### src/rtl/alu_sequencer.sv
// Sequencer that issues register-file commands to an external combinational ALU.
// It handles one command at a time: accept, issue to the ALU, then hold the result until taken.
module alu_sequencer #(
  parameter int unsigned bit_depth = 8
) (
  input  logic                 clk,
  input  logic                 rst_n,
  input  logic                 cmd_valid,
  output logic                 cmd_ready,
  input  logic [3:0]           cmd_op,
  input  logic [1:0]           cmd_dst,
  input  logic [1:0]           cmd_srca,
  input  logic [1:0]           cmd_srcb,
  input  logic [bit_depth-1:0] cmd_imm,
  output logic [3:0]           alu_op,
  output logic [bit_depth-1:0] alu_a,
  output logic [bit_depth-1:0] alu_b,
  input  logic [bit_depth-1:0] alu_r,
  output logic                 res_valid,
  input  logic                 res_ready,
  output logic [bit_depth-1:0] res_data,
  output logic [1:0]           res_dst,
  output logic                 res_zero,
  output logic                 res_err,
  input  logic [1:0]           rd_addr,
  output logic [bit_depth-1:0] rd_data
);

  localparam logic [3:0] OpLoadi = 4'hF;

  typedef enum logic [1:0] {StIdle, StIssue, StResp} state_e;

  state_e               state_q, state_d;
  logic [1:0]           dst_q;
  logic [bit_depth-1:0] imm_q;
  logic [bit_depth-1:0] rf_q [4];
  logic                 accept;
  logic                 op_legal;
  logic [bit_depth-1:0] capt;

  assign accept = cmd_valid && cmd_ready;

  always_ff @(posedge clk or negedge rst_n) begin
    if (!rst_n) begin
      state_q <= StIdle;
    end else begin
      state_q <= state_d;
    end
  end

  always_comb begin
    state_d = state_q;
    unique case (state_q)
      StIdle:  if (accept) state_d = StIssue;
      StIssue: state_d = StResp;
      StResp:  if (res_ready) state_d = StIdle;
      default: state_d = StIdle;
    endcase
  end

  always_comb begin
    cmd_ready = (state_q == StIdle);
    res_valid = (state_q == StResp);
  end

  // The latched op on alu_op doubles as the decode source during ISSUE.
  always_comb begin
    op_legal = (alu_op <= 4'd9) || (alu_op == OpLoadi);
    capt     = '0;
    if (alu_op == OpLoadi) begin
      capt = imm_q;
    end else if (op_legal) begin
      capt = alu_r;
    end
  end

  always_ff @(posedge clk or negedge rst_n) begin
    if (!rst_n) begin
      alu_op   <= '0;
      alu_a    <= '0;
      alu_b    <= '0;
      dst_q    <= '0;
      imm_q    <= '0;
      res_data <= '0;
      res_dst  <= '0;
      res_zero <= 1'b0;
      res_err  <= 1'b0;
      for (int i = 0; i < 4; i++) begin
        rf_q[i] <= '0;
      end
    end else begin
      if (accept) begin
        alu_op <= cmd_op;
        alu_a  <= rf_q[cmd_srca];
        alu_b  <= rf_q[cmd_srcb];
        dst_q  <= cmd_dst;
        imm_q  <= cmd_imm;
      end
      if (state_q == StIssue) begin
        res_data <= capt;
        res_dst  <= dst_q;
        res_zero <= (capt == '0);
        res_err  <= !op_legal;
        if (op_legal) begin
          rf_q[dst_q] <= capt;
        end
      end
    end
  end

  assign rd_data = rf_q[rd_addr];

endmodule
### config.mk
export PLATFORM = sky130hd
export DESIGN_NAME = alu_sequencer
export DESIGN_NICKNAME = d
export VERILOG_FILES = /design/src/rtl/alu_sequencer.sv
export SDC_FILE = /design/constraint.sdc
export NUM_CORES = 1
export LEC_CHECK = 0
export CAP_MARGIN = 15
export CELL_PAD_IN_SITES_DETAIL_PLACEMENT = 1
export CELL_PAD_IN_SITES_GLOBAL_PLACEMENT = 2
export CORE_ASPECT_RATIO = 1.4
export CORE_UTILIZATION = 31
export DETAILED_ROUTE_END_ITERATION = 16
export PLACE_DENSITY = 0.76
export SETUP_SLACK_MARGIN = 0.05
export SLEW_MARGIN = 20
export SYNTH_ARGS = -nofsm -noshare
export SYNTH_HDL_FRONTEND = slang
export SYNTH_SLANG_ARGS = --single-unit
### constraint.sdc
create_clock -name clk -period 1.4 [get_ports clk]
set_input_delay 0.28 -clock clk [delete_from_list [all_inputs] [get_ports clk]]
set_output_delay 0.28 -clock clk [all_outputs]
set_load 0.05 [all_outputs]
# --- Word-level counts from Yosys, hierarchy flattened ---
# Cells that the tools add are included.
word_totals:
  reg_bits: 76
  inputBits: 32
  out_inout_bits: 42
  wordCells: 54
op_classes:
  n_lt_le_gt_ge: 6
  n_eq_ne: 5
  muxes: 17
  bitwise: 4
  reduce_logical: 8
op_table:
  columns: ["op", "n"]
  rows:
  - ["$mux 8", 9]
  - ["$bmux 8 s2", 3]
  - ["$bwmux 32", 1]
  - ["$demux 8 s2", 1]
  - ["$ge 3x3->1 const B", 4]
  - ["$not 2->3", 4]
  - ["$logic_not 8->1", 1]
  - ["$pmux 2 s3", 1]
  - ["$eq 4x4->1 const B", 1]
  - ["$le 4x4->1 const B", 1]
  - ["$mux 2", 2]
  - ["$ne 2x1->1 const B", 2]
  - ["$reduce_and 2->1", 2]
  - ["$lt 3x1->1 const B", 1]
  - ["$eq 2x1->1 const B", 1]
  - ["$eq 2x2->1 const B", 1]
  - ["$logic_and 1x1->1", 2]
  - ["$logic_not 2->1", 1]
  - ["$logic_not 1->1", 1]
  - ["$logic_or 1x1->1", 1]

# --- Logic depth before layout (Yosys ltp) ---
# Gate-level depths: netlist of the first run.
logic_depth:
  word_depth: 6
  mapped_depth: 6
  depth_no_buf: 4

# --- Least setup slack after synthesis of the first run ---
# Ideal clock, no wire load.
synth_path:
  path_kind: "reg-to-reg"
  startpoint: "register state_q[0]"
  endpoint: "register alu_op[3]"
  arrival_ns: 2.050
  required_ns: 1.275
  slack_ns: -0.774
  stages_incl_launch_ff: 6
  path_buffers: 2
  period_less_slack_ns: 2.174
  cell_sequence: "dfrtp_1 nor2_1 and2_1 clkbuf_1 buf_2 mux2_2"
synth_between:
  elab_chain_len: 2
synth_rtl:
  columns: ["item", "line", "text"]
  rows:
  - ["start, declared", "33", "state_e state_q, state_d;"]
  - ["start signal, assigned", "45", "state_q <= StIdle;"]
  - ["start signal, assigned", "47", "state_q <= state_d;"]
  - ["$logic_not 2->1", "62", "cmd_ready = (state_q == StIdle);"]
  - ["named net cmd_ready", "9", "output logic cmd_ready,"]
  - ["$logic_and 1x1->1", "41", "assign accept = cmd_valid && cmd_ready;"]
  - ["end signal, assigned", "93", "alu_op <= cmd_op;"]
  - ["end, declared", "15", "output logic [3:0] alu_op,"]
# The timed path passes the listed nets, and every way through them passes these cells.
# A chain may end at the register's enable or synchronous reset.

# --- Final worst setup path of the first run ---
layout_path:
  startpoint: "register alu_op[3]"
  endpoint: "register rf_q[30] in the netlist's numbering"
layout_between:
  elab_chain_len: 5
layout_rtl:
  columns: ["item", "line", "text"]
  rows:
  - ["$le 4x4->1 or $eq 4x4->1 (tied branches)", "68, 70", null]
  - ["$logic_or 1x1->1", "68", "op_legal = (alu_op <= 4'd9) || (alu_op == OpLoadi);"]
  - ["$mux 8", "72", "end else if (op_legal) begin"]
  - ["$mux 8", "70", "if (alu_op == OpLoadi) begin"]
  - ["$bwmux 32", "105", "rf_q[dst_q] <= capt;"]
  - ["end signal, assigned by index", "105", null]
  - ["end, declared", "36", "logic [bit_depth-1:0] rf_q [4];"]
# Parallel ways exist; a longest one is shown, timed or not.

==> run_results.csv, run 1 <==
group,metric,value,unit
status,outcome,"finished, violations left",
status,failed_checks,"negative setup slack",
worst_setup_path,cp-start-kind,"flip-flop",
cells_and_area,drive_above_1_share,69.2,%
routing,drtPass1Iterations,4,
cells_and_area,post-route-util,62.9,%
synth,synth_top_family_by_area,"multiplexers",
clocking,clkSlewWorstSetupHoldPaths,0.06,ns
die,die_w,92.2,µm
synth,synth_cells,270,
pwr,p_leak,2.89,nW
die,row_count,45,
synth,netlist_area,3530,µm²
clocking,cts_sinks,76,
sta,slew-limit-headroom,77.3,%
flow_run,maxCapViolCount,0,
clocking,cts_buffers,9,
sta,period_needed,1.74,ns
synth,ys_async_sr_fraction,100,%
placement,post-place-ws,-0.549,ns
clocking,cts_tree,"done",
synth,synth-simple-area-share,7.04,%
die,start_util,32.2,%
synth,synth.avg_cell_area,13.1,µm²
global_routing,top_usage_layer,"met2",
placement,place_congestion,0.741,
die,num_io_pins,74,
worst_setup_path,crit_path_end_kind,"flip-flop",
synth,synth_area_leaders,"dfrtp_1 54%, mux4_2 15%, mux2_2 8.9%, a21oi_1 3.4%, o21ai_0 2.7%",
routing,drt_iter0_drc,141,
sta,finalCritPeriodShare,124,%
synth,ys_seq_area_share,53.8,%
cells_and_area,fillers,1021,
global_routing,grt_pass1_wl,19800,µm
clocking,htreeDepth,3,
synth,muxShareOfSynthArea,24.2,%
placement,port_buffers,73,
sta,slew_violations,0,
synth,ys.flop_type,"dfrtp_1",
sta,rsz0062_at_grt,"yes",
global_routing,grt_max_degree,46,
worst_setup_path,crit_path_max_fanout,8,
synth,ys_types,26,
routing,antenna_left,0,
routing,wl_per_cell,23.1,µm
global_routing,gr-usage-met2,42.8,%
synth,synth_seq_cells,76,
sta,hold_violations,0,
synth,synthXorXnorAreaFrac,0,%
synth,synth_top_area_share,53.8,%
routing,avgViaCountPerCell,5.30,
global_routing,met3_usage,4.49,%
cells_and_area,area_growth_syn_to_layout,95.3,%
global_routing,grt_util_met1,24.8,%
worst_setup_path,cp.required,1.62,ns
clocking,clkLatencyLatePin,0.35,ns
synth,yosys_warnings,0,
cells_and_area,nets,481,
synth,synth_fa_ha_area_share,0,%
clocking,cts_root_buf,"clkbuf_16",
synth,synth_edf_count,0,
global_routing,antenna_found_initial,0,
worst_setup_path,path_class,"flip-flop to flip-flop",
worst_setup_path,worst_ep_arrival_time,1.96,ns
pwr,p_per_area,2740,nW/µm²
pwr,vdd_drop_max,0.00158,V
synth,synth_compound_gate_area_share,11.8,%
placement,hpwl,6870,µm
sta,setup_viol,83,
sta,tightest_slew,0.339,ns
die,die_area,11800,µm²
hold_path,hold_class,"input pin to async pin",
global_routing,globalRouteOverflowTotal,0,
global_routing,grt_use_total,23.1,%
routing,routed_wl,13800,µm
die,core-area,11000,µm²
synth,synth_nets,302,
sta,fin_ws,-0.337,ns
routing,drc,0,
die,die_h,128,µm
synth,yosysTopAreaCell,"dfrtp_1",
sta,clock-skew-final,0.00888,ns
routing,vias,3152,
clocking,clockBufferDepth,2,
sta,timing.fmax,576,MHz
cells_and_area,diodes,0,
global_routing,grt_pass1_vias,3397,
## critical path, stage by stage, from the launching register on
cell and delay (ns):
dfrtp_2 0.41, buf_4 0.16, o21a_4 0.14, buf_6 0.12, a2111oi_4 0.30, buf_4 0.19
buf_12 0.13, buf_4 0.12, a21oi_2 0.05
## metal layers
metal  vias up  share of wire [%]
li1       1357                  -
met1      1640                 36
met2       111                 56
met3        44                4.0
met4         0                4.0
met5         -                  0
## final timing paths
kind / to / slack [ns] / startpoint / cells past startpoint
worst min register to register: imm_q[1] / 0.54 / imm_q[1] / 1
worst max-delay path: rf_q[30] / -0.34 / alu_op[3] / 8
worst max register to register: rf_q[30] / -0.34 / alu_op[3] / 8
worst min-delay path: res_dst[0] / 0.34 / rst_n / 2
min in group clk: state_q[1] / 0.53 / res_ready / 2
max in group asynchronous: rf_q[14] / 0.53 / rst_n / 3
## where the power goes
group | leakage (nW) | total, mW | switching, mW | internal, mW
Sequential | 0.857 | 4.27 | 1.03 | 3.24
Clock | 0.163 | 2.69 | 0.953 | 1.74
Combinational | 1.87 | 11.9 | 5.57 | 6.37
Total | 2.89 | 18.9 | 7.55 | 11.3
## kinds of logic after synthesis
| group | count (synthesis) |
|---|---|
| compound gates | 63 |
| buf+inv | 22 |
| flops | 76 |
| mux | 52 |
| simple gates | 57 |
## synth_stat cells (2+ instances only)
cell	n
mux2_2	28
a2111oi_4	3
nor2_1	25
buf_6	3
o31ai_1	2
o21ai_1	5
buf_2	6
buf_1	3
a21oi_1	24
nand2_1	23
nand2b_1	2
dfrtp_1	76
a22oi_1	8
inv_1	3
mux4_2	24
o21ai_0	19
clkbuf_1	7
## through the flow
stage	std cells	TNS (ns)	hold slack [ns]	total power, mW	cell area [µm²]
floorplan	270	-12.68	-0.0156	8.94	3820
global placement	500	-14.46	0.165	12.3	5300
detailed placement	500	-16.59	0.168	12.5	5300
CTS	574	-11.35	0.342	17.5	6470
global route	595	-18.11	0.372	19.6	6900
finish	595	-14.11	0.339	18.9	6900
## registers in the layout, indices dropped and copies added (netlist names)
name,cells
res_zero,1
state_q,2
alu_b,8
res_err,1
alu_op,4
alu_a,8
dst_q,2
imm_q,8
res_data,8
res_dst,2
rf_q,32
## what timing repair did
action / 4_1_cts / 5_1_grt
pin swaps: 20 / 11
endpoints found under the hold margin: 15 / 0
setup buffers: 51 / 27
endpoints found under the setup margin: 77 / 86
gates cloned: 7 / 2
hold buffers: 1 / 0
resized for setup: 98 / 71
## placed cells by master (no fill, tap or decap), types with 2 or more instances in the layout
cell	count
clkdlybuf4s50_1	26
bufinv_16	3
dfrtp_2	6
a21oi_2	22
o21ai_2	14
nand2_4	7
buf_8	4
nand2_2	3
dlygate4sd2_1	4
mux2_4	28
a2111oi_4	3
nor2_1	7
buf_12	47
clkbuf_16	12
nand2b_4	2
buf_6	45
dfrtp_1	70
buf_16	5
inv_1	2
nand2_1	13
o21ai_0	5
mux4_2	24
clkbuf_1	2
o21ai_1	4
nor2_4	15
a21oi_1	2
nor2_2	3
buf_4	52
a22oi_2	8
clkinv_2	2
## layout make-up
class	count	area, µm²	share of cell area [%]
Timing Repair Buffer	187	2420	35.0
Multi-Input combinational cell	172	2050	29.8
Sequential cell	76	1910	27.7
Clock buffer	11	233	3.37
Tap cell	141	176	2.56
Clock inverter	5	100	1.45
Inverter	3	13.8	0.199
Power figures use the tool's default switching activity.
==> run 2: changes to the inputs <==
Settings changed: SKIP_CTS_REPAIR_TIMING set to 1.
==> run 2 against run 1 <==
The flow still finishes with violations (negative setup slack). Clock-buffer cell count stayed put. Clock power down 1%. Cell count fell by 5.5%. Worst hold slack improved by 0.0042 ns. Sequential share of layout area grew 1.5 points. Critical path depth fell by 6.
==> run_results.csv, run 2 (synthesis gave the netlist of run 1 again) <==
group,metric,value,unit
global_routing,grt_max_degree,46,
global_routing,grt_pass1_wl,15700,µm
global_routing,grt_use_total,17.8,%
cells_and_area,drive_above_1_share,67.7,%
die,die_h,128,µm
cells_and_area,diodes,0,
pwr,p_leak,2.73,nW
cells_and_area,nets,448,
worst_setup_path,worst_ep_arrival_time,1.48,ns
sta,hold_violations,0,
sta,fin_ws,-0.365,ns
worst_setup_path,reg2reg_from,"alu_op[2]",
die,start_util,32.2,%
routing,drt_iter0_drc,95,
sta,slew-limit-headroom,79.9,%
cells_and_area,area_growth_syn_to_layout,85.7,%
worst_setup_path,crit_path_max_fanout,4,
worst_setup_path,slowest_stage,"mux4_2",
cells_and_area,layout_common_cells,"65 x dfrtp_1, 47 x buf_12, 34 x buf_6, 34 x buf_4, 28 x mux2_4",
sta,finalCritPeriodShare,126,%
global_routing,grt_pass1_vias,2922,
clocking,clockBufferDepth,2,
sta,setup_viol,77,
routing,wl_per_cell,21.2,µm
sta,slew_violations,0,
worst_setup_path,reg2reg_depth,6,
die,die_w,92.2,µm
cells_and_area,largest_register,"rf_q",
die,core-area,11000,µm²
global_routing,globalRouteOverflowTotal,0,
worst_setup_path,cp_top_family,"multiplexers",
sta,timing.fmax,567,MHz
clocking,clkLatencyLatePin,0.34,ns
worst_setup_path,cp-start-kind,"flip-flop",
routing,drtPass1Iterations,4,
hold_path,hold_class,"input pin to async pin",
clocking,clkSlewWorstSetupHoldPaths,0.06,ns
die,die_area,11800,µm²
status,outcome,"finished, violations left",
global_routing,antenna_found_initial,0,
routing,antenna_left,0,
worst_setup_path,critPathLaunch,"rf_q[28]",
sta,clock-skew-final,0.00556,ns
status,failed_checks,"negative setup slack",
worst_setup_path,cp.buffers_inverters,1,
pwr,vdd_drop_max,0.00176,V
sta,rsz0062_at_grt,"yes",
routing,vias,2910,
sta,tightest_slew,0.301,ns
sta,period_needed,1.76,ns
clocking,cts_root_buf,"clkbuf_16",
worst_setup_path,cp.required,1.12,ns
cells_and_area,fillers,1027,
cells_and_area,final_common_cell,"dfrtp_1",
die,num_io_pins,74,
placement,placed_cells,500,
worst_setup_path,crit_path_end_kind,"output pin",
worst_setup_path,path_class,"flip-flop to output pin",
worst_setup_path,critical_path.max_stage_delay,0.51,ns
pwr,p_per_area,2690,nW/µm²
placement,place_congestion,0.741,
worst_setup_path,cp_cell_sequence,"mux4_2 > buf_6",
flow_run,maxCapViolCount,0,
routing,avgViaCountPerCell,5.18,
clocking,cts_sinks,76,
clocking,cts_buffers,9,
cells_and_area,largest_reg_flops,32,
die,row_count,45,
cells_and_area,stdcell_count,562,
clocking,cts_tree,"done",
placement,port_buffers,73,
sta,setup_tns,-12.44,ns
worst_setup_path,r2r_end,"rf_q[10]",
placement,hpwl,6870,µm
clocking,htreeDepth,3,
routing,routed_wl,11900,µm
worst_setup_path,worst-r2r-setup-slack,-0.29,ns
routing,drc,0,
-- run 2: through the flow --
stage	instance area [µm²]	total power [mW]	setup slack (ns)	utilization (%)	hold WS, ns
6_report	6560	17.7	-0.365	59.8	0.344
3_3_place_gp	5300	12.3	-0.526	48.3	0.165
5_1_grt	6560	18.5	-0.408	59.8	0.369
3_5_place_dp	5300	12.5	-0.549	48.3	0.168
4_1_cts	5630	15.2	-0.549	51.3	-0.200
2_1_floorplan	3820	8.94	-0.267	-	-0.0156
-- run 2: layer usage --
layer  up-vias  GRT usage [%]  share of wire (%)
li1       1291              -                  -
met1      1534           20.2                 38
met2        65           32.1                 58
met3        20           4.26                2.9
met4         0           7.17                1.9
met5         -              0                  0
-- run 2: worst register-to-register path, cell delays in order, from the launching register on --
cell and delay (ns):
dfrtp_2 0.46, o21a_4 0.27, a2111oi_4 0.34, buf_4 0.20, buf_12 0.15, nor2_2 0.04
a21oi_1 0.16
-- run 2: worst max-delay path by stage --
stage / depth (start not counted) / endpoint / slack [ns]
6_report: 2 / rd_data[4] / -0.36
5_1_grt: 2 / rd_data[4] / -0.41
4_1_cts: 4 / rd_data[0] / -0.55
3_5_place_dp: 4 / rd_data[0] / -0.55
3_3_place_gp: 4 / rd_data[0] / -0.53
2_1_floorplan: 5 / alu_op[3] / -0.27
-- run 2: area by class of cell --
type / instances / area (µm²) / share of cell area (%)
clock buffers: 11 / 233 / 3.55
clock inverters: 5 / 100 / 1.52
inverters: 3 / 13.8 / 0.210
multi-input cells: 172 / 2040 / 31.0
flip-flops and latches: 76 / 1920 / 29.2
well taps: 141 / 176 / 2.69
repair buffers: 154 / 2090 / 31.8
-- run 2: power breakdown --
group | switching [mW] | total, mW | internal [mW]
clock | 0.912 | 2.65 | 1.74
sequential | 1.26 | 4.51 | 3.25
combinational | 4.86 | 10.5 | 5.64
total | 7.03 | 17.7 | 10.6
==> run 3: changes to the inputs <==
==> constraint.sdc (replaced) <==
create_clock -name clk -period 1.4 [get_ports clk]
set_input_delay 0.42 -clock clk [delete_from_list [all_inputs] [get_ports clk]]
set_output_delay 0.42 -clock clk [all_outputs]
set_load 0.02 [all_outputs]
==> run 3 against run 2 <==
The run ends with negative hold slack, negative setup slack left. Cell area down 5.4%. Sequential share of layout area up 1.6 points. Combinational power down 19%. First-iteration DRC count down 4.2%. Register-to-register slack about the same. Non-clock buffer count up 19. Worst setup slack worse by 0.038 ns. Global-route usage up 1.1 points. Sequential power down 9.3%. Critical endpoint is now rd_data[2]. Highest routed layer unchanged.
==> run_results.csv, run 3 (synthesis gave the netlist of run 1 again) <==
group,metric,value,unit
cells_and_area,post-route-util,56.5,%
cells_and_area,largest_reg_flops,32,
sta,tightest_slew,0.333,ns
worst_setup_path,worst-r2r-setup-slack,-0.29,ns
worst_setup_path,slowest_stage,"mux4_2",
die,die_area,11800,µm²
cells_and_area,stdcell_count,582,
routing,vias,3032,
worst_setup_path,reg2reg_depth,7,
global_routing,grt_pass1_vias,3098,
clocking,cts_root_buf,"clkbuf_16",
status,outcome,"finished, violations left",
die,start_util,32.2,%
worst_setup_path,r2r_end,"rf_q[16]",
pwr,p_leak,2.64,nW
placement,place_congestion,0.766,
hold_path,hold_class,"input pin to async pin",
cells_and_area,stdcell_area,6210,µm²
worst_setup_path,cp.required,0.98,ns
global_routing,grt_use_total,18.9,%
pwr,p_clk_share,16.5,%
placement,placed_cell_area,5230,µm²
routing,routed_wl,12800,µm
sta,setup_viol,83,
worst_setup_path,worst_ep_arrival_time,1.38,ns
routing,antenna_left,0,
clocking,clkSlewWorstSetupHoldPaths,0.06,ns
routing,drtPass1Iterations,4,
flow_run,maxCapViolCount,0,
routing,drt_iter0_drc,91,
pwr,p_int,9.44,mW
sta,slew-limit-headroom,77.8,%
die,core-area,11000,µm²
clocking,cts_buffers,9,
cells_and_area,final_common_cell,"dfrtp_1",
worst_setup_path,crit_path_max_fanout,2,
sta,timing.fmax,555,MHz
placement,placed_cells,536,
placement,hpwl,7680,µm
sta,hold_violations,20,
pwr,p_comb_share,56.4,%
worst_setup_path,cp_cell_sequence,"mux4_2 > buf_6",
global_routing,globalRouteOverflowTotal,0,
global_routing,antenna_found_initial,0,
sta,finalCritPeriodShare,129,%
pwr,vdd_drop_max,0.000997,V
cells_and_area,largest_register,"rf_q",
cells_and_area,area_growth_syn_to_layout,75.6,%
sta,clock-skew-final,0.00576,ns
clocking,cts_tree,"done",
pwr,swShare,37.6,%
sta,period_needed,1.80,ns
worst_setup_path,cp-start-kind,"flip-flop",
pwr,p_per_area,2440,nW/µm²
global_routing,grt_max_degree,32,
clocking,clkLatencyLatePin,0.34,ns
die,die_h,128,µm
clocking,htreeDepth,3,
pwr,switching_power,5.68,mW
worst_setup_path,reg2reg_from,"alu_op[1]",
pwr,p_total,15.1,mW
routing,drc,0,
die,row_count,45,
worst_setup_path,path_class,"flip-flop to output pin",
routing,avgViaCountPerCell,5.21,
cells_and_area,nets,468,
status,failed_checks,"negative hold slack, negative setup slack",
cells_and_area,diodes,0,
placement,port_buffers,73,
worst_setup_path,critical_path.max_stage_delay,0.49,ns
cells_and_area,drive_above_1_share,68.5,%
cells_and_area,layout_common_cells,"71 x dfrtp_1, 54 x buf_4, 38 x buf_6",
clocking,cts_sinks,76,
pwr,pwr-share-seq,27.0,%
clocking,clockBufferDepth,2,
die,num_io_pins,74,
sta,fin_ws,-0.402,ns
sta,rsz0062_at_grt,"yes",
worst_setup_path,crit_path_end_kind,"output pin",
sta,slew_violations,0,
die,die_w,92.2,µm
routing,wl_per_cell,22.0,µm
global_routing,grt_pass1_wl,16800,µm
sta,whs,-0.0146,ns
[run 3: layout make-up]
type,instances,area (µm²)
clock buffers,11,243
clock inverters,5,75.1
flip-flops and latches,76,1910
fillers,1078,4770
well taps,141,176
inverters,3,11.3
multi-input cells,173,2050
repair buffers,173,1750
[run 3: power by group through the flow]
stage	Sequential, mW	Combinational (mW)	Clock [mW]
global route	4.19	9.05	2.62
floorplan	4.47	3.15	0
global placement	3.98	6.55	0
detailed placement	4.04	6.78	0
finish	4.09	8.53	2.50
CTS	4.03	6.84	2.53
[run 3: worst max path at each step]
| stage | slack [ns] | end | startpoint |
|---|---|---|---|
| 5_1_grt | -0.43 | rd_data[2] | rf_q[2] |
| 3_5_place_dp | -1.18 | rd_data[3] | rd_addr[0] |
| 4_1_cts | -1.18 | rd_data[7] | rd_addr[0] |
| 2_1_floorplan | -0.22 | rf_q[24] | alu_op[1] |
| 6_report | -0.40 | rd_data[2] | rf_q[2] |
| 3_3_place_gp | -1.17 | rd_data[6] | rd_addr[0] |
[run 3: layer usage]
layer	part of all wire (%)	track usage, %	vias to the layer above
li1	-	-	1336
met1	37	22.2	1583
met2	58	35.1	85
met3	3.2	2.66	28
met4	2.2	6.62	0
met5	0	0	-
[run 3: through the flow]
step | setup TNS (ns) | setup slack (ns)
finish | -16.10 | -0.402
global route | -19.91 | -0.429
CTS | -32.58 | -1.18
detailed placement | -28.20 | -1.18
global placement | -25.99 | -1.17
floorplan | -6.59 | -0.221
[run 3: critical path: cells and delay by family (launching register included)]
| family | cells | cell delay [ns] |
|---|---|---|
| buffers and inverters | 1 | 0.15 |
| muxes | 1 | 0.49 |
| DFF | 1 | 0.41 |
